File: config.mk
export PLATFORM = sky130hd
export DESIGN_NAME = trigger_conditioner
export DESIGN_NICKNAME = d
export VERILOG_FILES = /design/src/rtl/trigger_cond_pkg.sv /design/src/rtl/trig_debounce.sv /design/src/rtl/trigger_conditioner.sv
export SDC_FILE = /design/constraint.sdc
export NUM_CORES = 1
export LEC_CHECK = 0
export ABC_AREA = 1
export CAP_MARGIN = 20
export CORE_MARGIN = 8
export CORE_UTILIZATION = 35
export DETAILED_ROUTE_END_ITERATION = 6
export PLACE_DENSITY = 0.66
export SYNTH_ARGS = -nofsm -noshare
export SYNTH_HDL_FRONTEND = slang
export SYNTH_SLANG_ARGS = --single-unit
File: constraint.sdc
create_clock -name clk -period 1.3 [get_ports clk]
set_input_delay 0.26 -clock clk [delete_from_list [all_inputs] [get_ports clk]]
set_output_delay 0.26 -clock clk [all_outputs]
set_load 0.02 [all_outputs]
File: src/rtl/trigger_cond_pkg.sv
// Shared types and default widths for the trigger conditioner front-end.
package trigger_cond_pkg;

    localparam int unsigned DELAY_W_DEF = 8;
    localparam int unsigned CNT_W_DEF   = 5;

    typedef enum logic [1:0] {
        IDLE    = 2'd0,
        FIRE    = 2'd1,
        WAIT_LO = 2'd2,
        WAIT_HI = 2'd3
    } trig_state_e;

endpackage

File: src/rtl/trig_debounce.sv
// Two-flop synchroniser followed by a counter-based debouncer; level_out
// changes only after DEBOUNCE_CYCLES consecutive samples disagree with it.
module trig_debounce
    import trigger_cond_pkg::*;
#(
    parameter int unsigned DEBOUNCE_CYCLES = 16,
    parameter int unsigned CNT_W           = CNT_W_DEF
) (
    input  logic clk,
    input  logic reset,
    input  logic raw_in,
    output logic level_out
);

    logic             sync_q1;
    logic             sync_q2;
    logic [CNT_W-1:0] cnt;

    always_ff @(posedge clk or posedge reset) begin
        if (reset) begin
            sync_q1 <= 1'b0;
            sync_q2 <= 1'b0;
        end else begin
            sync_q1 <= raw_in;
            sync_q2 <= sync_q1;
        end
    end

    // Any sample agreeing with the current level restarts the stability count.
    always_ff @(posedge clk or posedge reset) begin
        if (reset) begin
            cnt       <= '0;
            level_out <= 1'b0;
        end else if (sync_q2 == level_out) begin
            cnt <= '0;
        end else if (cnt == CNT_W'(DEBOUNCE_CYCLES - 1)) begin
            level_out <= sync_q2;
            cnt       <= '0;
        end else begin
            cnt <= cnt + CNT_W'(1);
        end
    end

endmodule

File: src/rtl/trigger_conditioner.sv
// Debounced event -> trigger pulse + latched delay for the delay timer, with
// busy lockout and sticky overrun. Define TRIGGER_COND_AUTO_REPEAT_EN to retrigger while held.
module trigger_conditioner
    import trigger_cond_pkg::*;
#(
    parameter int unsigned DEBOUNCE_CYCLES = 16,
    parameter int unsigned CNT_W           = CNT_W_DEF,
    parameter int unsigned TRIG_CYCLES     = 1,
    parameter int unsigned DELAY_W         = DELAY_W_DEF
) (
    input  logic               clk,
    input  logic               reset,
    input  logic               button_in,
    input  logic [DELAY_W-1:0] delay_sel,
    input  logic               timer_done,
    input  logic               overrun_clr,
    output logic               trigger,
    output logic [DELAY_W-1:0] delay_value,
    output logic               busy,
    output logic               overrun
);

    localparam int unsigned TRIG_W = (TRIG_CYCLES > 1) ? $clog2(TRIG_CYCLES) : 1;

    logic               level;
    logic               level_q;
    logic               rise;
    trig_state_e        state;
    trig_state_e        state_d;
    logic [TRIG_W-1:0]  fire_cnt;
    logic [TRIG_W-1:0]  fire_cnt_d;
    logic               trigger_d;
    logic               busy_d;
    logic               overrun_d;
    logic [DELAY_W-1:0] delay_d;

    trig_debounce #(
        .DEBOUNCE_CYCLES (DEBOUNCE_CYCLES),
        .CNT_W           (CNT_W)
    ) u_debounce (
        .clk       (clk),
        .reset     (reset),
        .raw_in    (button_in),
        .level_out (level)
    );

    always_ff @(posedge clk or posedge reset) begin
        if (reset) begin
            level_q <= 1'b0;
        end else begin
            level_q <= level;
        end
    end

    assign rise = level & ~level_q;

    always_ff @(posedge clk or posedge reset) begin
        if (reset) begin
            state       <= IDLE;
            fire_cnt    <= '0;
            trigger     <= 1'b0;
            delay_value <= '0;
            busy        <= 1'b0;
            overrun     <= 1'b0;
        end else begin
            state       <= state_d;
            fire_cnt    <= fire_cnt_d;
            trigger     <= trigger_d;
            delay_value <= delay_d;
            busy        <= busy_d;
            overrun     <= overrun_d;
        end
    end

    always_comb begin
        state_d    = state;
        fire_cnt_d = fire_cnt;
        trigger_d  = trigger;
        delay_d    = delay_value;
        busy_d     = busy;
        overrun_d  = overrun;

        case (state)
            IDLE: begin
                if (rise) begin
                    state_d    = FIRE;
                    trigger_d  = 1'b1;
                    delay_d    = delay_sel;
                    fire_cnt_d = '0;
                end
            end
            FIRE: begin
                if (fire_cnt == TRIG_W'(TRIG_CYCLES - 1)) begin
                    trigger_d = 1'b0;
                    state_d   = WAIT_LO;
                end else begin
                    fire_cnt_d = fire_cnt + TRIG_W'(1);
                end
            end
            // A done level left high by the previous run must drop before completion counts.
            WAIT_LO: begin
                if (!timer_done) begin
                    state_d = WAIT_HI;
                end
            end
            WAIT_HI: begin
                if (timer_done) begin
`ifdef TRIGGER_COND_AUTO_REPEAT_EN
                    if (level) begin
                        state_d    = FIRE;
                        trigger_d  = 1'b1;
                        delay_d    = delay_sel;
                        fire_cnt_d = '0;
                    end else begin
                        state_d = IDLE;
                    end
`else
                    state_d = IDLE;
`endif
                end
            end
            default: begin
                state_d = IDLE;
            end
        endcase

        busy_d = (state_d != IDLE);

        // Set has priority over clear.
        if (rise && (state != IDLE)) begin
            overrun_d = 1'b1;
        end else if (overrun_clr) begin
            overrun_d = 1'b0;
        end
    end

endmodule

==> metrics.cfg <==
[routing]
wl_mm = 1.73
drc_errors = 0
drtIter0Drc = 20
viasPerCell = 4.49
vias = 674
first_pass_iters = 4
ant_nets = 0
avgRoutedWirePerCell_um = 11.5

[sta]
max_freq_ghz = 0.798
slew_headroom_pct = 82.0
setup_slack_ns = 0.0469
final_min_period_over_clock_period_pct = 96.4
period_needed_ns = 1.25
hold_ws_ns = 0.283
rsz0062_at_grt = no
fin_skew_ns = 0.00968
slew_viol_final = 0
worst_slew_pin_slew_ns = 0.267
hold_viol = 0
tns_ns = 0
final-setup-viol-count = 0

[clock_tree]
cts_sinks = 22
clk_latency_ns = 0.30
cts_tree = yes
post_cts_buffers = 0
cts_buffer_depth = 2
path_clk_slew_ns = 0.12
numCtsBuffers = 3
cts_root_buf = clkbuf_4
htreeDepth = 1

[place]
dp_cells = 146
numPortBuffers = 23
place_ws_ns = 0.0303
gp_congestion = 0.775
dp_hpwl_mm = 1.37

[global_routing]
grt.busiest_layer = met2
grt_pass1_vias = 745
grt_util_met3_pct = 5.03
grt_pass1_wl_mm = 3.15
antenna_found_initial = 0
grt_overflow_total = 0
grtUsageMet2_pct = 14.6
grtUsageMet1_pct = 9.75
grt_max_degree = 23
grt_usage_pct = 9.04

[logic_synthesis]
yosys.area_share.simple_pct = 28.9
synth-xor-area-share_pct = 0.980
syn_nets = 106
postSynthAreaPerCell_um2 = 9.71
synth_top_area_share_pct = 61.6
synth_warnings = 0
synth_cells = 92
synth-compound-area-share_pct = 1.68
yosys.cell_types.count = 16
synthMuxAreaShare_pct = 0
ys_seq_area_share_pct = 61.6
synth_top_cell_by_area = dfrtp_1
yosys-top-cells-area = dfrtp_1, nand2_1, nand3_1
ys_ff_latch = 22
synth_area_um2 = 893
synth_top_family_by_area = simple AND/OR/NAND/NOR gates
synth_adder_area_share_pct = 1.40

[die]
io_pins = 24
core_area_um2 = 2450
fp.dieH_um = 66.5
die-area_um2 = 4420
rows = 18
start_util_pct = 36.4
fp.dieW_um = 66.5

[critical_path]
max_stage_delay_ns = 0.40
path_delay_family = flip-flops
crit_chain = clkdlybuf4s15_1
cp-start-kind = flip-flop
crit_slowest_cell = dfrtp_1
worst-endpoint-required_ns = 1.04
crit_buf_inv = 1
critPathArrivalTime_ns = 0.99
crit_fanout = 2
cp-end-kind = primary output
critPathKind = reg2out

[layout]
mostFrequentLayoutCells = nand2_1, dfrtp_1, clkdlybuf4s50_1
fill_cells = 233
final_cells = 150
seq_area_um2 = 551
drive_gt1_share_pct = 13.3
syn2layout_area_growth_pct = 32.1
diodes = 0
multiInputGateArea_um2 = 294
layout.nets = 135
final_common_cell = nand2_1

[pwr]
p_leak_nw = 0.574
ir_worst_vdd_uv = 773
powerDensity_nw_per_um2 = 1200

[outcome]
status = finished clean

[worst_hold_path]
hp-class = in2async

[flow_run]
max_cap_viol_count = 0

layer usage:
| metal | part of all wire (%) | up-vias |
|---|---|---|
| met5 | 0 | - |
| met4 | 0.58 | 0 |
| met3 | 10 | 2 |
| met2 | 47 | 20 |
| met1 | 42 | 311 |
| li1 | - | 341 |
cell usage after synthesis:
cell and instances:
dfrtp_1 22, nand2_1 30, ha_1 1, nand2_2 1, nand3_1 11, nor2_8 1, nor2_1 6, inv_2 1
buf_6 1, nor2_4 1, nand2_4 1, xnor2_1 1, o21ai_0 3, or2_2 1, inv_1 9, nand4_1 2
path summary, 6_finish.rpt:
path / from / endpoint / slack (ns) / cells after the start
min: reset / busy / 0.28 / 3
max: delay_value[6] / delay_value[6] / 0.05 / 1
max in group asynchronous: reset / level_q / 0.79 / 3
max reg2reg: state[1] / delay_value[5] / 0.26 / 4
min in group clk: u_debounce.sync_q1 / u_debounce.sync_q2 / 0.36 / 0
min reg2reg: u_debounce.sync_q1 / u_debounce.sync_q2 / 0.36 / 0
timing repair:
item | 4_1_cts | 5_1_grt
setup endpoints to repair | 11 | 10
hold buffers | 0 | 0
resized for setup | 12 | 13
gates cloned | 0 | 0
metrics by stage:
step | utilization, % | cell area (um2) | total power (W)
2_1_floorplan | - | 893 | 0.000942
3_3_place_gp | 47.5 | 1160 | 0.00108
3_5_place_dp | 47.5 | 1160 | 0.00109
4_1_cts | 48.4 | 1190 | 0.00144
5_1_grt | 48.1 | 1180 | 0.00151
6_report | 48.1 | 1180 | 0.00141
sequential cells by signal, indices dropped and copies added, names as in the netlist:
name                  cells
state                     2
u_debounce.level_out      1
busy                      1
u_debounce.cnt            5
trigger                   1
u_debounce.sync_q2        1
overrun                   1
delay_value               8
level_q                   1
u_debounce.sync_q1        1
area by class of cell:
| cell class | count | share of cell area (%) |
|---|---|---|
| Tap cell | 30 | 3.18 |
| Clock buffer | 4 | 3.08 |
| Multi-Input combinational cell | 59 | 24.9 |
| Sequential cell | 22 | 46.7 |
| Timing Repair Buffer | 25 | 19.0 |
| Inverter | 10 | 3.18 |
kinds of logic (layout without fill, tap and decap cells):
family / count (synthesis) / count (layout)
xor gates and xnor gates: 1 / 1
adders and majority gates: 1 / 1
AOI/OAI and AO/OA: 3 / 3
and+or+nand+nor: 54 / 54
DFF: 22 / 22
buffers and inverters: 11 / 39
power breakdown:
part	internal, W	total (W)	switching, W	leakage [nW]
Sequential	0.000738	0.000789	0.0000509	0.253
Clock	0.000171	0.000360	0.000189	0.0210
Combinational	0.000113	0.000264	0.000151	0.301
Note: power is estimated with default switching activity, not from simulation.
